## src/rtl/interrupt_ack_sequencer_pkg.sv

```systemverilog
// Shared 8259-style definitions: IR count, ID width, acknowledge-sequence state encoding.
package interrupt_ack_sequencer_pkg;

   localparam int IR_COUNT = 8;
   localparam int IR_ID_W  = 3;

   typedef enum logic [1:0] {
      ST_IDLE    = 2'd0,
      ST_PENDING = 2'd1,
      ST_ACK1    = 2'd2,
      ST_ACK2    = 2'd3
   } ack_state_e;

   // Isolates the lowest-index (highest-priority) set bit.
   function automatic logic [IR_COUNT-1:0] lowest_set(input logic [IR_COUNT-1:0] v);
      return v & (~v + 1'b1);
   endfunction

endpackage

```

## src/rtl/interrupt_ack_sequencer_priority_resolver.sv

```systemverilog
// Fixed-priority resolver, IR0 highest; purely combinational, no flow control.
module priority_resolver_8
   import interrupt_ack_sequencer_pkg::*;
(
   input  logic [IR_COUNT-1:0] eligible,
   output logic [IR_ID_W-1:0]  id,
   output logic                valid
);

   always_comb begin
      id    = '0;
      valid = 1'b0;
      // Scan downward so the last hit, the lowest index, wins.
      for (int n = IR_COUNT - 1; n >= 0; n--) begin
         if (eligible[n]) begin
            id    = IR_ID_W'(n);
            valid = 1'b1;
         end
      end
   end

endmodule

```

## src/rtl/interrupt_ack_sequencer.sv

```systemverilog
// Two-INTA acknowledge sequencer: raises int_out the cycle after a request is eligible,
// returns the vector on the second INTA fall; INTA edges outside their state are ignored.
module interrupt_ack_sequencer
   import interrupt_ack_sequencer_pkg::*;
(
   input  logic                clk,
   input  logic                reset_n,
   input  logic [IR_COUNT-1:0] interrupt_req_reg,
   input  logic [IR_COUNT-1:0] interrupt_mask,
   input  logic [4:0]          vector_base,
   input  logic                auto_eoi,
   input  logic                eoi_cmd,
   input  logic                inta_n,
   output logic                int_out,
   output logic [IR_COUNT-1:0] clear_ir_line,
   output logic [IR_COUNT-1:0] in_service_reg,
   output logic [7:0]          vector_out,
   output logic                vector_oe
);

   ack_state_e          state_q, state_d;
   logic                inta_n_d_q;
   logic                int_out_q, int_out_d;
   logic [IR_COUNT-1:0] clear_q, clear_d;
   logic [IR_COUNT-1:0] isr_q, isr_d;
   logic [7:0]          vec_q, vec_d;
   logic                oe_q, oe_d;
   logic [IR_ID_W-1:0]  irq_id_q, irq_id_d;
   logic                spur_q, spur_d;

   logic [IR_COUNT-1:0] eligible;
   logic [IR_ID_W-1:0]  win_id;
   logic                win_vld;
   logic                inta_fall, inta_rise;
   logic [IR_COUNT-1:0] isr_set, auto_clr, eoi_clr;

   assign inta_fall = inta_n_d_q & ~inta_n;
   assign inta_rise = ~inta_n_d_q & inta_n;

   // Fully nested: any in-service level blocks itself and everything below it.
   always_comb begin
      logic blocked;
      eligible = '0;
      blocked  = 1'b0;
      for (int n = 0; n < IR_COUNT; n++) begin
         blocked     = blocked | isr_q[n];
         eligible[n] = interrupt_req_reg[n] & ~interrupt_mask[n] & ~blocked;
      end
   end

   priority_resolver_8 u_resolver (
      .eligible (eligible),
      .id       (win_id),
      .valid    (win_vld)
   );

   always_comb begin
      state_d   = state_q;
      int_out_d = int_out_q;
      clear_d   = '0;
      vec_d     = vec_q;
      oe_d      = oe_q;
      irq_id_d  = irq_id_q;
      spur_d    = spur_q;
      isr_set   = '0;
      auto_clr  = '0;

      case (state_q)
         ST_IDLE: begin
            int_out_d = 1'b0;
            if (|eligible) begin
               state_d   = ST_PENDING;
               int_out_d = 1'b1;
            end
         end
         ST_PENDING: begin
            int_out_d = 1'b1;
            if (inta_fall) begin
               state_d   = ST_ACK1;
               int_out_d = 1'b0;
               if (win_vld) begin
                  irq_id_d = win_id;
                  isr_set  = IR_COUNT'(1) << win_id;
                  clear_d  = IR_COUNT'(1) << win_id;
                  spur_d   = 1'b0;
               end else begin
                  // Request vanished before the CPU acknowledged: hand out IR7.
                  irq_id_d = IR_ID_W'(IR_COUNT - 1);
                  spur_d   = 1'b1;
               end
            end
         end
         ST_ACK1: begin
            if (inta_fall) begin
               state_d = ST_ACK2;
               vec_d   = {vector_base, irq_id_q};
               oe_d    = 1'b1;
            end
         end
         ST_ACK2: begin
            if (inta_rise) begin
               state_d = ST_IDLE;
               oe_d    = 1'b0;
               if (auto_eoi && !spur_q) auto_clr = IR_COUNT'(1) << irq_id_q;
            end
         end
         default: state_d = ST_IDLE;
      endcase

      // EOI looks at the pre-set ISR; clears are merged so a shared bit clears once.
      eoi_clr = eoi_cmd ? lowest_set(isr_q) : '0;
      isr_d   = (isr_q & ~(eoi_clr | auto_clr)) | isr_set;
   end

   always_ff @(posedge clk or negedge reset_n) begin
      if (!reset_n) begin
         state_q    <= ST_IDLE;
         inta_n_d_q <= 1'b1;
         int_out_q  <= 1'b0;
         clear_q    <= '0;
         isr_q      <= '0;
         vec_q      <= '0;
         oe_q       <= 1'b0;
         irq_id_q   <= '0;
         spur_q     <= 1'b0;
      end else begin
         state_q    <= state_d;
         inta_n_d_q <= inta_n;
         int_out_q  <= int_out_d;
         clear_q    <= clear_d;
         isr_q      <= isr_d;
         vec_q      <= vec_d;
         oe_q       <= oe_d;
         irq_id_q   <= irq_id_d;
         spur_q     <= spur_d;
      end
   end

   assign int_out        = int_out_q;
   assign clear_ir_line  = clear_q;
   assign in_service_reg = isr_q;
   assign vector_out     = vec_q;
   assign vector_oe      = oe_q;

endmodule

```

## config.mk

```make
export PLATFORM = sky130hd
export DESIGN_NAME = interrupt_ack_sequencer
export DESIGN_NICKNAME = d
export VERILOG_FILES = /design/src/rtl/interrupt_ack_sequencer_pkg.sv /design/src/rtl/interrupt_ack_sequencer_priority_resolver.sv /design/src/rtl/interrupt_ack_sequencer.sv
export SDC_FILE = /design/constraint.sdc
export NUM_CORES = 1
export LEC_CHECK = 0
export BUFFER_PORTS_ARGS = -buffer_cell sky130_fd_sc_hd__buf_2
export CAP_MARGIN = 25
export CORE_ASPECT_RATIO = 1.4
export CORE_UTILIZATION = 50
export CTS_CLUSTER_DIAMETER = 50
export CTS_CLUSTER_SIZE = 40
export DETAILED_ROUTE_END_ITERATION = 8
export GPL_ROUTABILITY_DRIVEN = 1
export HOLD_SLACK_MARGIN = 0.12
export PLACE_DENSITY = 0.88
export SYNTH_ARGS = -nofsm -noshare
export SYNTH_HDL_FRONTEND = slang
export SYNTH_SLANG_ARGS = --single-unit
```

## constraint.sdc

```tcl
create_clock -name clk -period 2.2 [get_ports clk]
set_input_delay 0.44 -clock clk [delete_from_list [all_inputs] [get_ports clk]]
set_output_delay 0.44 -clock clk [all_outputs]
set_load 0.02 [all_outputs]
```

# Yosys cells after proc, flatten, opt, wreduce, memory -nomap -nowiden
# Index checks and enable logic that the tools add are counted.
# Widths: inputs -> output; s select.
# word_totals
ff_bits,33
elab_cells,114
out_inout_bits,26
# op_classes
muxes,36
add_sub_neg,1
n_reduce_logical,10
bitwise_logic,49
eq_ne,7
n_shift,2
# op_table
op,n
$mux 8,7
$mux 3,9
$and 1x1->1,18
$not 1->1,18
$and 8x8->8,2
$not 8->8,2
$or 8x8->8,2
$shl 1x3->8 const A,2
$mux 1,13
$add 8x1->8 const B,1
$mux 2,4
$ne 2x2->1 const B,4
$pmux 2 s4,1
$reduce_or 8->1,1
$or 1x1->1,7
$eq 2x2->1 const B,2
$pmux 1 s2,2
$reduce_and 2->1,2
$reduce_and 4->1,1
$reduce_bool 2->1,2
$reduce_and 3->1,1
$eq 2x1->1 const B,1
$logic_not 2->1,1
$logic_and 1x1->1,1
$logic_not 1->1,1

# Logic depth before layout (Yosys ltp)
# Gate-level depths: netlist of run 1.
# logic_depth
word_depth,22
depth_mapped,6
depth_no_buf,6

# By module
# From an unflattened synthesis of run 1, not the netlist that was laid out.
# hier_totals
cells_unflattened,161
hier_area_um2,1620.3
# by_module_without_submodules
module,cells_each,area_each_um2,n_inst
interrupt_ack_sequencer,148,1540.2,1
priority_resolver_8,13,80.1,1

# Least setup slack after synthesis of run 1
# No wires, ideal clock.
# synth_timing
path_kind,register to register
start,reg isr_q[0] (netlist: in_service_reg[0])
end,reg state_q[1]
required_time_ps,2075
slack_ps,365
arrival_ps,1710
path_buffers,0
synth_period_minus_slack_ps,1835
path_stages_with_launch,6
setup_time_ps,125
cell_sequence,dfrtp_1 -> or4b_4 -> and2_1 -> nand3_1 -> o21ai_2 -> mux2_4
# synth_between
elab_chain_cells,12
word_cells_on_any_way,26
classes_between,eq/ne (1); bitwise (23); reduce/logical (2)
# synth_lines
element,line,rtl
start: declaration,interrupt_ack_sequencer.sv:25,"logic [IR_COUNT-1:0] isr_q, isr_d;"
start signal: assignment,interrupt_ack_sequencer.sv:131,isr_q <= isr_d;
$or 1x1->1 (7 in a row),interrupt_ack_sequencer.sv:46,blocked = blocked | isr_q[n];
$not 1->1,interrupt_ack_sequencer.sv:47,eligible[n] = interrupt_req_reg[n] & ~interrupt_mask[n] & ~blocked;
$and 1x1->1,interrupt_ack_sequencer.sv:47,
$reduce_or 8->1 (*),interrupt_ack_sequencer.sv:71,if (|eligible) begin
$ne 2x2->1 (no line) (*),n/a,
$reduce_and 4->1 (no line) (*),n/a,
end signal: assignment,interrupt_ack_sequencer.sv:127,state_q <= state_d;
end: declaration,interrupt_ack_sequencer.sv:21,"ack_state_e state_q, state_d;"
# Mark *: on every way between the ends. The rest lies on a longest branch, timed or not.
# A chain may end at the register's enable or synchronous reset.

# Worst setup path in the final report of run 1
# layout_timing
start,reg state_q[1]
end,reg isr_q[6] (netlist: in_service_reg[6])
# layout_between
elab_chain_cells,6
word_cells_on_any_way,8
classes_between,eq/ne (2); mux (2); bitwise (4)
# layout_lines
element,line,rtl
$eq 2x2->1,interrupt_ack_sequencer.sv:68,case (state_q)
$mux 8,interrupt_ack_sequencer.sv:68,
$or 8x8->8,interrupt_ack_sequencer.sv:112,isr_d = (isr_q & ~(eoi_clr | auto_clr)) | isr_set;
$not 8->8,interrupt_ack_sequencer.sv:112,
$and 8x8->8,interrupt_ack_sequencer.sv:112,
$or 8x8->8 (*),interrupt_ack_sequencer.sv:112,
net isr_d[6],interrupt_ack_sequencer.sv:25,
# The timed path passes the listed nets; every way through them passes the cells marked *.

==> results.yml, run 1 <==
sta:
  skew_ns: 0.003366
  clock.fmax_ghz: 0.5165
  maxSlewHeadroom_pct: 51.53
  timing.final.crit_period_ns: 1.936
  setup_viol_count_final: 0
  worst_pin_slew_ns: 0.7271
  holdWs_ns: 0.2117
  rsz0062_at_grt: "false"
  report.final.slew_viol_count: 0
  fin_crit_sh_pct: 88.00
  fin_setup_tns_ns: 0
  hold_violations: 0
cells_and_area:
  most-common-layout-cells: "51 x buf_2, 32 x dfrtp_1, 18 x nand2_1"
  drive_gt1_share_pct: 37.56
  nNetsFinal: 242
  area_delta_synth_final_pct: 25.08
  n_antenna_cell: 0
  post-route-util_pct: 65.37
  stdcell_count: 252
  final_common_cell: "buf_2"
clocking:
  clkTransAtPathRegs_ns: 0.06
  ctsLongestPathBuffers: 2
  cts_resized: 0
  cts_tree: "built"
  post_cts_buffers: 0
  h-tree-depth: 2
  clkLatencyLatePin_ns: 0.28
  cts_root_buf: "clkbuf_8"
  cts.hold.buffers_added: 0
  cts_buffers: 5
  cts_num_sinks: 33
drt:
  ant_nets: 0
  wl_per_cell_microns: 14.55
  dr.pass1.iters: 4
  vias_per_cell: 5.667
  drcViolationCount: 0
  drt_iter0_drc: 60
  via_count: 1428
  wirelength_microns: 3667
pwr:
  ir_drop_v: 0.0007779
  power_mw: 2.163
  p_leak_nw: 1.032
  powerDensity_nw_per_um2: 1070
logic_synthesis:
  yosysWarnings: 0
  synth-async-reset-ratio_pct: 100.0
  ys_types: 45
  ys.flop_type: "dfrtp_1"
  syn-num-nets: 183
  synth.avg_cell_area_sq_um: 10.57
  synth_edf_count: 0
  ys_seq_area_share_pct: 51.16
  synth_seq_cells: 33
  netlist_instances: 153
  synth_area_sq_um: 1617
global_route:
  gr-total-overflow: 0
  grt_pass1_wl_microns: 6147
  grt_pass1_vias: 1437
  grt_use_total_pct: 23.55
  grt_max_degree: 34
  antenna_found_initial: 0
placement:
  dp.cells: 244
  port_buffers: 51
  dp.final_hpwl_microns: 2774
  routabilityCongestion: 0.9223
worst_setup_path:
  start_kind: "register"
  path_max_fanout: 4
  endpoint_kind: "register"
  crit_arrival_ns: 2.09
  required_ns: 2.36
  path_class: "reg2reg"
hold_path:
  min_path_type: "in2async"
die:
  boundaryPins: 52
  die_y_microns: 69.28
  core-area_sq_um: 3093
  placementRows: 24
  start_util_pct: 52.27
  die_x_microns: 50.06
  dieArea_sq_um: 3468
job:
  maxCapViolations: 0
outcome:
  status: "finished clean"
## through the flow
stage | setup slack (ns) | instance area (sq um)
2_1_floorplan | 0.3654 | 1617
3_3_place_gp | 0.3017 | 1932
3_5_place_dp | 0.2745 | 1932
4_1_cts | 0.2632 | 2022
5_1_grt | 0.1428 | 2022
6_report | 0.2640 | 2022
## cell usage after synthesis, drive strengths merged, types with 2 or more instances
library cell | n | area (sq um)
and2 | 2 | 12.51
nand2b | 2 | 12.51
inv | 7 | 26.28
ha | 4 | 50.05
or4b | 3 | 41.29
o22ai | 4 | 25.02
nor3b | 3 | 27.52
o311ai | 2 | 17.52
nor2 | 12 | 45.04
mux2 | 6 | 71.31
a21oi | 3 | 15.01
dfrtp | 32 | 800.8
nor4 | 2 | 12.51
a31oi | 2 | 12.51
nor2b | 3 | 18.77
or2 | 2 | 12.52
nor3 | 4 | 30.03
o21ai | 17 | 88.83
nand3 | 5 | 25.02
nand2 | 18 | 67.56
nand3b | 2 | 27.53
o21a | 2 | 15.01
## critical path, stage by stage, from the launching register on
cell      delay [ns]
dfrtp_1         0.39
ha_1            0.20
nand2_1         0.09
or4b_4          0.53
or2_1           0.27
o311ai_1        0.23
o21ai_1         0.11
## metal layers
layer	track usage, %	vias up	routed length (microns)
met1	25.83	696	1353
met3	5.263	12	190
met5	0	-	0
met4	10.79	0	116
li1	-	669	-
met2	41.63	51	2007
## where the power goes
part	leakage [nW]	total (mW)	internal [mW]	switching (mW)
sequential	0.424	0.877	0.763	0.113
combinational	0.563	0.827	0.338	0.489
clock	0.0455	0.459	0.255	0.204
## final cells by class
class,instances,area (sq um)
multi-input cells,112,759.5
well taps,39,48.80
flip-flops and latches,33,827.0
repair buffers,53,270.3
fillers,241,1071
inverters,7,26.28
clock buffers,8,90.09
## path summary, 6_finish.rpt
kind,start,endpoint,slack [ns],cells past startpoint
worst max-delay path,state_q[1]$_DFFE_PN0P_,in_service_reg[6]$_DFF_PN0_,0.26,6
worst min-delay path,reset_n,clear_ir_line[7]$_DFF_PN0_,0.21,1
worst max register to register,state_q[1]$_DFFE_PN0P_,in_service_reg[6]$_DFF_PN0_,0.26,6
worst min register to register,vector_out[2]$_DFFE_PN0P_,vector_out[2]$_DFFE_PN0P_,0.49,2
max in group asynchronous,reset_n,vector_out[5]$_DFFE_PN0P_,1.52,1
min in group clk,inta_n,inta_n_d_q$_DFF_PN1_,0.30,1
## logic make-up (layout without fill, tap and decap cells)
| family | after synthesis | count (layout) | synth area share [%] |
|---|---|---|---|
| simple gates | 62 | 62 | 22.99 |
| flops | 33 | 33 | 51.16 |
| compound gates | 40 | 40 | 16.49 |
| buf+inv | 8 | 68 | 1.858 |
| fa+ha+maj | 4 | 4 | 3.096 |
| mux | 6 | 6 | 4.411 |
Note: power is estimated with default switching activity, not from simulation.
==> run 2, diff against run 1 <==
--- a/config.mk
+++ b/config.mk
@@ -9,12 +9,12 @@
 export CAP_MARGIN = 25
 export CORE_ASPECT_RATIO = 1.4
 export CORE_UTILIZATION = 50
-export CTS_CLUSTER_DIAMETER = 50
+export CTS_CLUSTER_DIAMETER = 120
 export CTS_CLUSTER_SIZE = 40
 export DETAILED_ROUTE_END_ITERATION = 8
 export GPL_ROUTABILITY_DRIVEN = 1
 export HOLD_SLACK_MARGIN = 0.12
-export PLACE_DENSITY = 0.88
+export PLACE_DENSITY = 0.76
 export SYNTH_ARGS = -nofsm -noshare
 export SYNTH_HDL_FRONTEND = slang
 export SYNTH_SLANG_ARGS = --single-unit
==> results.yml, run 2 (synthesis results as in run 1) <==
sta:
  holdWs_ns: 0.2090
  fin_crit_sh_pct: 89.95
  clock.fmax_ghz: 0.5053
  setup_viol_count_final: 0
  rsz0062_at_grt: "false"
  timing.final.crit_period_ns: 1.979
  worst_pin_slew_ns: 0.7197
  maxSlewHeadroom_pct: 52.02
  skew_ns: 0.005969
  report.final.slew_viol_count: 0
  fin_setup_tns_ns: 0
  hold_violations: 0
global_route:
  grt_use_total_pct: 25.88
  grt_pass1_vias: 1460
  antenna_found_initial: 0
  gr-total-overflow: 0
  grt_max_degree: 34
  grt_pass1_wl_microns: 6734
drt:
  met2_length_microns: 2066
  wirelength_microns: 3853
  drt_iter0_drc: 22
  drcViolationCount: 0
  ant_nets: 0
  top_layer: "met4"
  met1Wirelength_microns: 1485
  vias_per_cell: 5.681
  wl_met3_microns: 196
  dr.pass1.iters: 4
  via_count: 1426
  wl_per_cell_microns: 15.35
placement:
  dp.cells: 243
  dp.final_hpwl_microns: 3014
  routabilityCongestion: 0.9470
  port_buffers: 51
clocking:
  h-tree-depth: 2
  cts_buffers: 5
  clkLatencyLatePin_ns: 0.28
  cts_resized: 0
  ctsLongestPathBuffers: 2
  cts_num_sinks: 33
  clkTransAtPathRegs_ns: 0.06
  cts_tree: "built"
  cts_root_buf: "clkbuf_8"
  cts.hold.buffers_added: 0
  post_cts_buffers: 0
worst_setup_path:
  crit_arrival_ns: 2.13
  required_ns: 2.35
  endpoint_kind: "register"
  start_kind: "register"
  path_max_fanout: 4
  path_class: "reg2reg"
cells_and_area:
  area_delta_synth_final_pct: 24.07
  most-common-layout-cells: "51 x buf_2, 32 x dfrtp_1, 18 x nand2_1"
  nNetsFinal: 241
  drive_gt1_share_pct: 37.26
  regArea_sq_um: 827.0
  fillers: 242
  multi_input_area_sq_um: 759.5
  stdcell_count: 251
  final_common_cell: "buf_2"
  n_antenna_cell: 0
pwr:
  powerDensity_nw_per_um2: 1061
  ir_drop_v: 0.0008576
  p_leak_nw: 1.024
  power_mw: 2.128
die:
  boundaryPins: 52
  die_y_microns: 69.28
  placementRows: 24
  die_x_microns: 50.06
  start_util_pct: 52.27
  dieArea_sq_um: 3468
  core-area_sq_um: 3093
hold_path:
  min_path_type: "in2async"
outcome:
  status: "finished clean"
job:
  maxCapViolations: 0
==> run 2: cell types whose count changed in the layout (fill, tap and decap cells not counted) <==
cell / before / now
clkinv_2: 0 / 1
buf_4: 2 / 1
clkbuf_8: 6 / 5
==> run 2: through the flow <==
| stage | instance area (sq um) | setup slack [ns] | util [%] |
|---|---|---|---|
| floorplan | 1617 | 0.3654 | - |
| global placement | 1924 | 0.2916 | 62.22 |
| detailed placement | 1924 | 0.2412 | 62.22 |
| CTS | 2006 | 0.2310 | 64.85 |
| global route | 2006 | 0.07088 | 64.85 |
| finish | 2006 | 0.2211 | 64.85 |
==> run 2: final timing paths <==
path / startpoint / cells after the start / slack [ns] / to
min in group clk: inta_n / 1 / 0.30 / inta_n_d_q$_DFF_PN1_
hold reg to reg: vector_out[2]$_DFFE_PN0P_ / 2 / 0.48 / vector_out[2]$_DFFE_PN0P_
hold / removal: reset_n / 1 / 0.21 / in_service_reg[6]$_DFF_PN0_
max in group asynchronous: reset_n / 1 / 1.53 / in_service_reg[1]$_DFF_PN0_
setup reg to reg: state_q[1]$_DFFE_PN0P_ / 6 / 0.22 / in_service_reg[5]$_DFF_PN0_
setup / recovery: state_q[1]$_DFFE_PN0P_ / 6 / 0.22 / in_service_reg[5]$_DFF_PN0_
==> run 2: critical path, stage by stage (launching register included) <==
cell	delay (ns)
dfrtp_1	0.40
ha_1	0.20
nand2_1	0.09
or4b_4	0.54
or2_1	0.27
o311ai_1	0.24
o21ai_1	0.10
==> run 2: per-layer routing <==
metal  GRT usage [%]  vias up
li1                -      669
met1           29.17      699
met2           44.15       50
met3           7.018        8
met4           11.75        0
met5               0        -
==> run 2: report_power, final <==
part           internal, mW  switching, mW
Clock                 0.222          0.206
Sequential            0.763          0.114
Combinational         0.337          0.487
==> run 2: final cells by class <==
cell class / count / share of cell area (%)
inverter: 7 / 1.310
clock inverter: 1 / 0.2495
sequential: 33 / 41.24
timing repair buffer: 52 / 13.10
tap: 39 / 2.433
clock buffer: 7 / 3.805
multi-input combinational: 112 / 37.87
==> run 3, diff against run 2 <==
--- a/config.mk
+++ b/config.mk
@@ -7,14 +7,16 @@
 export LEC_CHECK = 0
 export BUFFER_PORTS_ARGS = -buffer_cell sky130_fd_sc_hd__buf_2
 export CAP_MARGIN = 25
+export CELL_PAD_IN_SITES_DETAIL_PLACEMENT = 2
+export CELL_PAD_IN_SITES_GLOBAL_PLACEMENT = 2
 export CORE_ASPECT_RATIO = 1.4
-export CORE_UTILIZATION = 50
+export CORE_UTILIZATION = 30
 export CTS_CLUSTER_DIAMETER = 120
 export CTS_CLUSTER_SIZE = 40
 export DETAILED_ROUTE_END_ITERATION = 8
 export GPL_ROUTABILITY_DRIVEN = 1
 export HOLD_SLACK_MARGIN = 0.12
-export PLACE_DENSITY = 0.76
+export PLACE_DENSITY = 0.74
 export SYNTH_ARGS = -nofsm -noshare
 export SYNTH_HDL_FRONTEND = slang
 export SYNTH_SLANG_ARGS = --single-unit
==> results.yml, run 3 (synthesis results as in run 1) <==
clocking:
  post_cts_buffers: 0
  cts.hold.buffers_added: 0
  clkLatencyLatePin_ns: 0.28
  cts_num_sinks: 33
  cts_tree: "built"
  clkTransAtPathRegs_ns: 0.07
  cts_resized: 0
  h-tree-depth: 2
  ctsLongestPathBuffers: 2
  cts_buffers: 5
  cts_root_buf: "clkbuf_8"
global_route:
  gr-total-overflow: 0
  grt_pass1_wl_microns: 7997
  grt_pass1_vias: 1628
  grt_max_degree: 34
  grt_use_total_pct: 19.19
  antenna_found_initial: 0
die:
  boundaryPins: 52
  die_x_microns: 64.04
  die_y_microns: 88.86
  start_util_pct: 31.10
  core-area_sq_um: 5197
  dieArea_sq_um: 5690
  placementRows: 31
worst_setup_path:
  path_class: "reg2reg"
  rr_startpoint: "state_q[0]$_DFFE_PN0P_"
  endpoint_kind: "register"
  reg2regPathDepth: 6
  r2r-end: "in_service_reg[7]$_DFF_PN0_"
  reg2reg_slack_ns: 0.18
  required_ns: 2.35
  start_kind: "register"
  cp-startpoint: "state_q[0]$_DFFE_PN0P_"
  crit_arrival_ns: 2.17
  path_max_fanout: 4
  cp-endpoint: "in_service_reg[7]$_DFF_PN0_"
placement:
  dp.cells: 271
  placed_cell_area_sq_um: 1966
  routabilityCongestion: 0.7811
  dp_slack_ns: 0.1752
  port_buffers: 51
  dp.final_hpwl_microns: 4009
drt:
  dr.pass1.iters: 2
  wirelength_microns: 5052
  vias_per_cell: 5.151
  drt_iter0_drc: 39
  ant_nets: 0
  drcViolationCount: 0
  via_count: 1437
  wl_per_cell_microns: 18.11
pwr:
  ir_drop_v: 0.0004890
  powerDensity_nw_per_um2: 1071
  power_mw: 2.193
  p_leak_nw: 1.031
sta:
  fin_crit_sh_pct: 92.00
  skew_ns: 0.008341
  fin_setup_tns_ns: 0
  setup_viol_count_final: 0
  maxSlewHeadroom_pct: 48.48
  timing.final.crit_period_ns: 2.024
  clock.fmax_ghz: 0.4941
  worst_pin_slew_ns: 0.7728
  hold_violations: 0
  rsz0062_at_grt: "false"
  setup_ws_ns: 0.1761
  report.final.slew_viol_count: 0
cells_and_area:
  nNetsFinal: 242
  fillers: 599
  stdcell_count: 279
  stdcell_area_sq_um: 2048
  n_antenna_cell: 0
  drive_gt1_share_pct: 38.03
  most-common-layout-cells: "51 x buf_2, 32 x dfrtp_1, 18 x nand2_1"
  area_delta_synth_final_pct: 26.70
  final_common_cell: "buf_2"
outcome:
  status: "finished clean"
job:
  maxCapViolations: 0
hold_path:
  min_path_type: "in2async"
run 3: cell count changes in the layout (fill, tap and decap cells not counted), sizes merged:
cell    previous run  this run
buf               52        53
clkbuf             7         6
clkinv             1         2
run 3: worst min-delay path by stage:
stage                                  end  depth (start not counted)                       from
3_3_place_gp     vector_out[0]$_DFFE_PN0P_                          2  vector_out[0]$_DFFE_PN0P_
2_1_floorplan   clear_ir_line[0]$_DFF_PN0_                          0                    reset_n
5_1_grt        in_service_reg[2]$_DFF_PN0_                          1                    reset_n
6_report       in_service_reg[2]$_DFF_PN0_                          1                    reset_n
4_1_cts        in_service_reg[2]$_DFF_PN0_                          1                    reset_n
3_5_place_dp     vector_out[1]$_DFFE_PN0P_                          2  vector_out[1]$_DFFE_PN0P_
run 3: report_power, final:
| part | total, mW | switching (mW) | internal [mW] |
|---|---|---|---|
| sequential | 0.884 | 0.121 | 0.763 |
| combinational | 0.864 | 0.523 | 0.341 |
| clock | 0.446 | 0.226 | 0.219 |
| total | 2.19 | 0.870 | 1.32 |
run 3: metal layers:
metal	track usage (%)	vias up	share of wire [%]	wire length (microns)
li1	-	671	-	-
met1	19.57	726	38	1910
met2	37.91	31	58	2905
met3	3.222	9	2.7	138
met4	8.264	0	1.9	97
met5	0	-	0	0
run 3: critical path, cell delays in order, from the launching register on:
cell and delay (ns):
dfrtp_1 0.40, ha_1 0.22, nand2_1 0.10, or4b_4 0.54
or2_1 0.27, o221ai_1 0.24, o21ai_1 0.12
run 3: metrics by stage:
| stage | hold slack [ns] | utilization, % |
|---|---|---|
| 2_1_floorplan | 0.1444 | - |
| 3_3_place_gp | 0.4649 | 37.82 |
| 3_5_place_dp | 0.4788 | 37.82 |
| 4_1_cts | 0.2539 | 39.41 |
| 5_1_grt | 0.2805 | 39.41 |
| 6_report | 0.2181 | 39.41 |
run 3: layout make-up:
type / instances / area [sq um] / area share [%]
flip-flops and latches: 33 / 827.0 / 40.38
inverters: 7 / 26.28 / 1.283
clock buffers: 6 / 72.57 / 3.543
well taps: 66 / 82.58 / 4.032
multi-input cells: 112 / 759.5 / 37.08
clock inverters: 2 / 10.01 / 0.4887
repair buffers: 53 / 270.3 / 13.19
